==> config.mk <==
export PLATFORM = sky130hd
export DESIGN_NAME = apb_csr_control
export DESIGN_NICKNAME = d
export VERILOG_FILES = /design/src/rtl/apb_csr_control.sv
export SDC_FILE = /design/constraint.sdc
export NUM_CORES = 1
export LEC_CHECK = 0
export ABC_AREA = 1
export ABC_CLOCK_PERIOD_IN_PS = 2100
export CAP_MARGIN = 25
export CORE_ASPECT_RATIO = 0.7
export CORE_MARGIN = 2
export CORE_UTILIZATION = 28
export CTS_CLUSTER_SIZE = 25
export DETAILED_ROUTE_END_ITERATION = 10
export PLACE_DENSITY = 0.82
export SETUP_SLACK_MARGIN = 0.02
export SLEW_MARGIN = 40
export SYNTH_ARGS = -nofsm -noshare
export SYNTH_HDL_FRONTEND = slang
export SYNTH_SLANG_ARGS = --single-unit
==> constraint.sdc <==
create_clock -name clk -period 2.1 [get_ports clk]
set_input_delay 0.42 -clock clk [delete_from_list [all_inputs] [get_ports clk]]
set_output_delay 0.42 -clock clk [all_outputs]
set_load 0.03 [all_outputs]
==> src/rtl/apb_csr_control.sv <==
// APB slave front-end for the ALU CSR block: write-enable decode, FIFO_IN start/push
// sequencing and the one-wait-state RESULT read that pops FIFO_OUT.
module apb_csr_control #(
  parameter int APB_BUS_SIZE   = 32,
  parameter int ADDR_SIZE      = 8,
  parameter int FIFO_OUT_WIDTH = 25
) (
  input  logic                      clk,
  input  logic                      rst,
  input  logic                      psel,
  input  logic                      penable,
  input  logic                      pwrite,
  input  logic [ADDR_SIZE-1:0]      paddr,
  input  logic [APB_BUS_SIZE-1:0]   pwdata,
  output logic [APB_BUS_SIZE-1:0]   prdata,
  output logic                      pready,
  output logic                      pslverr,
  output logic [APB_BUS_SIZE-1:0]   wdata,
  output logic                      en_ctrl,
  output logic                      en_data0,
  output logic                      en_data1,
  input  logic                      start_bit,
  input  logic                      in_full,
  output logic                      w_en_in,
  input  logic                      out_empty,
  output logic                      out_rd_en,
  output logic                      r_en_out,
  input  logic [FIFO_OUT_WIDTH-1:0] final_result,
  input  logic [FIFO_OUT_WIDTH-1:0] fifo_out_status,
  output logic                      start_overrun
);

  typedef enum logic [1:0] {IDLE, RD_CAP, RD_ACC} state_t;

  localparam logic [2:0] ADDR_CTRL   = 3'd0;
  localparam logic [2:0] ADDR_DATA0  = 3'd1;
  localparam logic [2:0] ADDR_DATA1  = 3'd2;
  localparam logic [2:0] ADDR_RESULT = 3'd3;
  localparam logic [2:0] ADDR_STATUS = 3'd4;

  state_t state_q, state_d;
  logic   pending_q, pending_d;
  logic   start_overrun_q, start_overrun_d;

  logic [2:0] addr;
  logic       setup;
  logic       access;
  logic [APB_BUS_SIZE-1:0] result_ext;
  logic [APB_BUS_SIZE-1:0] status_ext;
  logic       unused_paddr_bits;

  assign addr       = paddr[4:2];
  assign setup      = psel & ~penable;
  assign access     = psel & penable;
  assign result_ext = {{(APB_BUS_SIZE-FIFO_OUT_WIDTH){1'b0}}, final_result};
  assign status_ext = {{(APB_BUS_SIZE-FIFO_OUT_WIDTH){1'b0}}, fifo_out_status};
  assign unused_paddr_bits = ^{paddr[ADDR_SIZE-1:5], paddr[1:0]};

  assign wdata         = pwdata;
  assign start_overrun = start_overrun_q;

  always_comb begin
    state_d         = state_q;
    pending_d       = pending_q;
    start_overrun_d = start_overrun_q;
    prdata          = '0;
    pready          = 1'b0;
    pslverr         = 1'b0;
    en_ctrl         = 1'b0;
    en_data0        = 1'b0;
    en_data1        = 1'b0;
    out_rd_en       = 1'b0;
    r_en_out        = 1'b0;
    w_en_in         = 1'b0;

    case (state_q)
      IDLE: begin
        if (setup && !pwrite && addr == ADDR_RESULT && !out_empty) state_d = RD_CAP;
        if (access) begin
          pready = 1'b1;
          if (pwrite) begin
            case (addr)
              ADDR_CTRL:  en_ctrl  = 1'b1;
              ADDR_DATA0: en_data0 = 1'b1;
              ADDR_DATA1: en_data1 = 1'b1;
              default:    pslverr  = 1'b1;
            endcase
          end else if (addr == ADDR_STATUS) begin
            prdata = status_ext;
          end else begin
            // RESULT only reaches IDLE's access phase when FIFO_OUT was empty at setup
            pslverr = 1'b1;
          end
        end
      end
      RD_CAP: begin
        r_en_out = 1'b1;
        state_d  = psel ? RD_ACC : IDLE;
      end
      RD_ACC: begin
        r_en_out = 1'b1;
        state_d  = IDLE;
        if (access) begin
          pready    = 1'b1;
          prdata    = result_ext;
          out_rd_en = 1'b1;
        end
      end
      default: state_d = IDLE;
    endcase

    // A held start drains first; a new start while one is held is dropped
    if (pending_q) begin
      if (!in_full) begin
        w_en_in   = 1'b1;
        pending_d = 1'b0;
      end
      if (start_bit) start_overrun_d = 1'b1;
    end else if (start_bit) begin
      if (in_full) pending_d = 1'b1;
      else         w_en_in   = 1'b1;
    end

    if (rst) begin
      prdata    = '0;
      pready    = 1'b0;
      pslverr   = 1'b0;
      en_ctrl   = 1'b0;
      en_data0  = 1'b0;
      en_data1  = 1'b0;
      out_rd_en = 1'b0;
      r_en_out  = 1'b0;
      w_en_in   = 1'b0;
    end
  end

  always_ff @(posedge clk or posedge rst) begin
    if (rst) begin
      state_q         <= IDLE;
      pending_q       <= 1'b0;
      start_overrun_q <= 1'b0;
    end else begin
      state_q         <= state_d;
      pending_q       <= pending_d;
      start_overrun_q <= start_overrun_d;
    end
  end

endmodule

## Yosys cells after proc, flatten, opt, wreduce, memory -nomap -nowiden

Cells that the tools add are included.

| word-level totals | value |
|---|---|
| register bits | 4 |
| latch bits | 0 |
| memory bits (writable) | 0 |
| bits in read-only memories | 0 |
| input port bits | 98 |
| output and inout port bits | 73 |
| word-level logic and storage cells | 68 |
| memories | 0 |

| operators by class | value |
|---|---|
| add/subtract/negate cells | 0 |
| multiply operators | 0 |
| div/mod/pow operators | 0 |
| $lt $le $gt $ge | 0 |
| equal/unequal tests | 7 |
| shift-type cells | 0 |
| multiplexer cells | 44 |
| bitwise gates (word level) | 3 |
| reduce and logical (&&, ||, !) cells | 11 |

Operators by type and width:

| kind | count |
|---|---|
| $mux W25 | 4 |
| $pmux W25 S2 | 1 |
| $mux W1 | 35 |
| $mux W32 | 1 |
| $eq A3 B2 Y1 const B | 2 |
| $mux W2 | 2 |
| $pmux W2 S2 | 1 |
| $reduce_or A2 Y1 | 2 |
| $eq A3 B1 Y1 const B | 1 |
| $eq A3 B3 Y1 const B | 1 |
| $logic_and A1 B1 Y1 | 3 |
| $logic_not A3 Y1 | 1 |
| $reduce_or A3 Y1 | 1 |
| $and A1 B1 Y1 | 2 |
| $eq A2 B1 Y1 const B | 1 |
| $eq A2 B2 Y1 const B | 1 |
| $logic_not A1 Y1 | 2 |
| $logic_not A2 Y1 | 1 |
| $ne A2 B2 Y1 const B | 1 |
| $reduce_and A2 Y1 | 1 |
| $not A1 Y1 | 1 |

## Logic depth before layout (Yosys ltp)

| logic depth | value |
|---|---|
| word-level depth | 7 |
| depth in mapped cells | 8 |

## Worst setup path before layout

OpenSTA, ideal clock, no wires.

| timing | value |
|---|---|
| path type | in2out |
| start | input rst |
| end | output en_ctrl |
| data arrival time | 1.675 ns |
| data required time | 1.680 ns |
| path slack | 0.005 ns |
| cell stages on the path | 4 |
| cells stage by stage | buf_2 inv_1 nand4_1 nor3b_1 |

| between the ends | value |
|---|---|
| word-level cells in the longest chain between the ends | 1 |

RTL lines:

| what | RTL line | source |
|---|---|---|
| from (decl) | 9 | `input logic rst,` |
| $mux W1 | 124 | `if (rst) begin` |
| to (decl) | 19 | `output logic en_ctrl,` |

Every way passes these cells.

## Final worst setup path

| timing | value |
|---|---|
| start | input paddr[3] |
| end | output prdata[3] |

| between the ends | value |
|---|---|
| word-level cells in the longest chain between the ends | 6 |

RTL lines:

| what | RTL line | source |
|---|---|---|
| from (decl) | 13 | `input logic [ADDR_SIZE-1:0] paddr,` |
| $eq A3 B3 Y1 | 88 | `end else if (addr == ADDR_STATUS) begin` |
| $mux W25 | 88 |  |
| $mux W25 | 81 | `if (pwrite) begin` |
| $mux W25 | 79 | `if (access) begin` |
| $pmux W25 S2 | 76 | `case (state_q)` |
| $mux W32 | 124 |  |
| to (decl) | 15 | `output logic [APB_BUS_SIZE-1:0] prdata,` |

Every way passes these cells.

==> flow_summary.yaml <==
global_route:
  grt_use_total_pct: 15.6
  antenna_found_initial: 0
  grt_pass1_wl_um: 7750
  grt-ovfl-total: 0
  grt_pass1_vias: 1636
  grt_start_max_net_pins: 27
logic_synthesis:
  ys_seq_area_share_pct: 6.57
  synth_compound_area_share_pct: 13.7
  synth_top_family_by_area: "simple AND/OR/NAND/NOR gates"
  synth_cells: 235
  avgSynthCellArea_um2: 6.48
  synth_xor_xnor_area_share_pct: 0
  synthSimpleGateAreaFrac_pct: 43.6
  yosys_register_bits: 4
  synthFlopType: "dfrtp_1"
  synth_edf_count: 0
  synth.distinct_cells: 23
  synthTopCellsByCount: "nand2_1 (63), buf_4 (41), nor2_1 (33), a21oi_2 (19), nand3_2 (19)"
  yosys.area_share.adder_pct: 2.47
  synth_area_leaders: "buf_4 (20%), nand2_1 (16%), nand3_2 (12%)"
  synth.most_common_cell: "nand2_1"
  synth-async-reset-ratio_pct: 100
  synthMuxAreaShare_pct: 0
  synth_top_area_share_pct: 20.2
  synth_top_area_cell: "buf_4"
  syn_area_mm2: 0.00152
  yosysWarnings: 0
critical_path:
  end_kind: "primary output"
  reg2reg_from: "state_q[1]$_DFFE_PP0P_"
  cp.required_ps: 1680
  crit_type: "in -> out"
  crit_fanout: 8
  arrival_ps: 1630
  rrSetupSlack_ps: 1030
  r2r_end: "state_q[0]$_DFFE_PP0P_"
  r2r_cells: 4
  cp-start-kind: "primary input"
floorplan:
  die_y_um: 65.7
  die_area_mm2: 0.00605
  num_rows: 22
  initial_core_util_pct: 29.1
  io_pins: 171
  core_area_mm2: 0.00523
  die_x_um: 92.1
power_and_ir_drop:
  seqPwrFrac_pct: 11.4
  pwr-share-clk_pct: 17.3
  p_comb_share_pct: 71.3
  ir_drop_mv: 0.492
  leakage_nw: 1.07
  power-per-cell-area_mw_per_mm2: 361
  internal-power_mw: 0.488
  switchingPower_mw: 0.432
  power_mw: 0.920
  sw_frac_of_total_pct: 46.9
drt:
  wl_per_cell_um: 12.7
  drt_wl_total_um: 4850
  vias_per_cell: 4.56
  via_count: 1739
  drc: 0
  first_pass_iters: 5
  drtIter0Drc: 42
  antenna_left: 0
clock_network:
  root_buffer: "clkbuf_8"
  clockBufferDepth: 2
  clock-sinks: 4
  cts_max_level: 1
  cts_buffers: 3
  clk_latency_ps: 210
  cts_tree: "done"
  clk_pin_slew_ps: 30
sta:
  setup_viol: 0
  period_minus_slack_ps: 2050
  finalHoldViolations: 0
  holdWs_ps: 367
  rsz0062_at_grt: "yes"
  slew_viol_final: 0
  skew_ps: 4.12
  fmax_ghz: 0.488
  min_period_over_period_pct: 97.6
placed_design:
  place_congestion: 0.719
  dp_hpwl_um: 3590
  portBuffers: 94
  dpl_cell_area_mm2: 0.00227
cells_and_area:
  synthToLayoutAreaGrowth_pct: 67.4
  seq_area_um2: 100
  final_nets: 412
  drive_above_1_share_pct: 38.5
  finalInstanceArea_mm2: 0.00255
  nFillCells: 520
  num_antenna_cells: 0
  multiInputGateArea_um2: 970
min_path:
  hold_path_class: "in -> async"
job:
  maxCapViolCount: 0
run_status:
  status: "completed"
power by group through the flow:
stage	clock network, mW	registers [mW]	logic [mW]
final	0.159	0.105	0.656
after floorplan	0	0.101	0.518
after CTS	0.165	0.104	0.642
after global routing	0.173	0.106	0.723
after detailed placement	0	0.103	0.607
after global placement	0	0.102	0.596
through the flow:
stage / setup WS, ps / utilization [%] / instances / TNS [ps]
4_1_cts: 53.6 / 46.7 / 380 / 0
2_1_floorplan: 5.45 / - / 241 / 0
5_1_grt: -68.8 / 48.7 / 381 / -235
6_report: 50.3 / 48.7 / 381 / 0
3_5_place_dp: -140 / 43.3 / 373 / -2820
3_3_place_gp: -163 / 43.3 / 373 / -2870
cells by family (layout without fill, tap and decap cells):
family	Yosys count	in the layout
buffers and inverters	69	137
other	1	7
AO/OA/AOI/OAI	27	27
AND/OR/NAND/NOR	131	131
flip-flops	4	4
adder cells (fa/ha/maj)	3	3
state kept, by name, summed over array words and instances (netlist names):
signal / cells
state_q: 2
start_overrun: 1
pending_q: 1
layout by cell type, fill, tap and decap left out, drive strengths merged:
| cell type | n |
|---|---|
| clkdlybuf4s15 | 2 |
| nor2 | 35 |
| inv | 15 |
| nand3 | 28 |
| buf | 56 |
| clkdlybuf4s50 | 54 |
| nor3b | 2 |
| nor3 | 1 |
| ha | 3 |
| conb | 7 |
| clkbuf | 5 |
| nand4 | 1 |
| nand2 | 64 |
| dfrtp | 4 |
| a21oi | 26 |
| a21o | 1 |
| dlygate4sd2 | 5 |
per-layer routing:
layer	share of wire (%)	vias up	GRT usage (%)
li1	-	846	-
met4	0.58	0	2.05
met5	0	-	0
met3	7.6	4	3.33
met2	49	76	29.1
met1	43	813	19.1
final cells by class:
type                            count  share of cell area (%)
Sequential cell                     4                    3.93
Multi-Input combinational cell    168                    38.0
Clock buffer                        3                    1.62
Timing Repair Buffer              119                    50.6
Tap cell                           72                    3.53
Inverter                           15                    2.31
what timing repair did:
item                       CTS  global route
resized for setup           27            27
buffers inserted             2             0
setup endpoints to repair   30            27
pin swaps                    4             9
hold endpoints to repair     0             0
cloned                       2             1
hold buffers                 0             0
critical path: stages:
cell and delay (ps):
dlygate4sd2_1 250, inv_2 80, nand2_4 50, nor2_4 180, buf_12 140, buf_12 120, nand2_1 50, a21oi_1 140
buf_4 180
worst max-delay path by stage:
stage	slack [ps]	endpoint	startpoint	cells past startpoint
global placement	-160	pslverr	psel	4
floorplan	5	en_ctrl	rst	4
detailed placement	-140	prdata[19]	psel	7
global route	-70	en_ctrl	state_q[1]$_DFFE_PP0P_	5
finish	50	prdata[3]	paddr[3]	9
CTS	50	prdata[0]	state_q[0]$_DFFE_PP0P_	8
No activity file was read; power rests on OpenSTA's default activity.
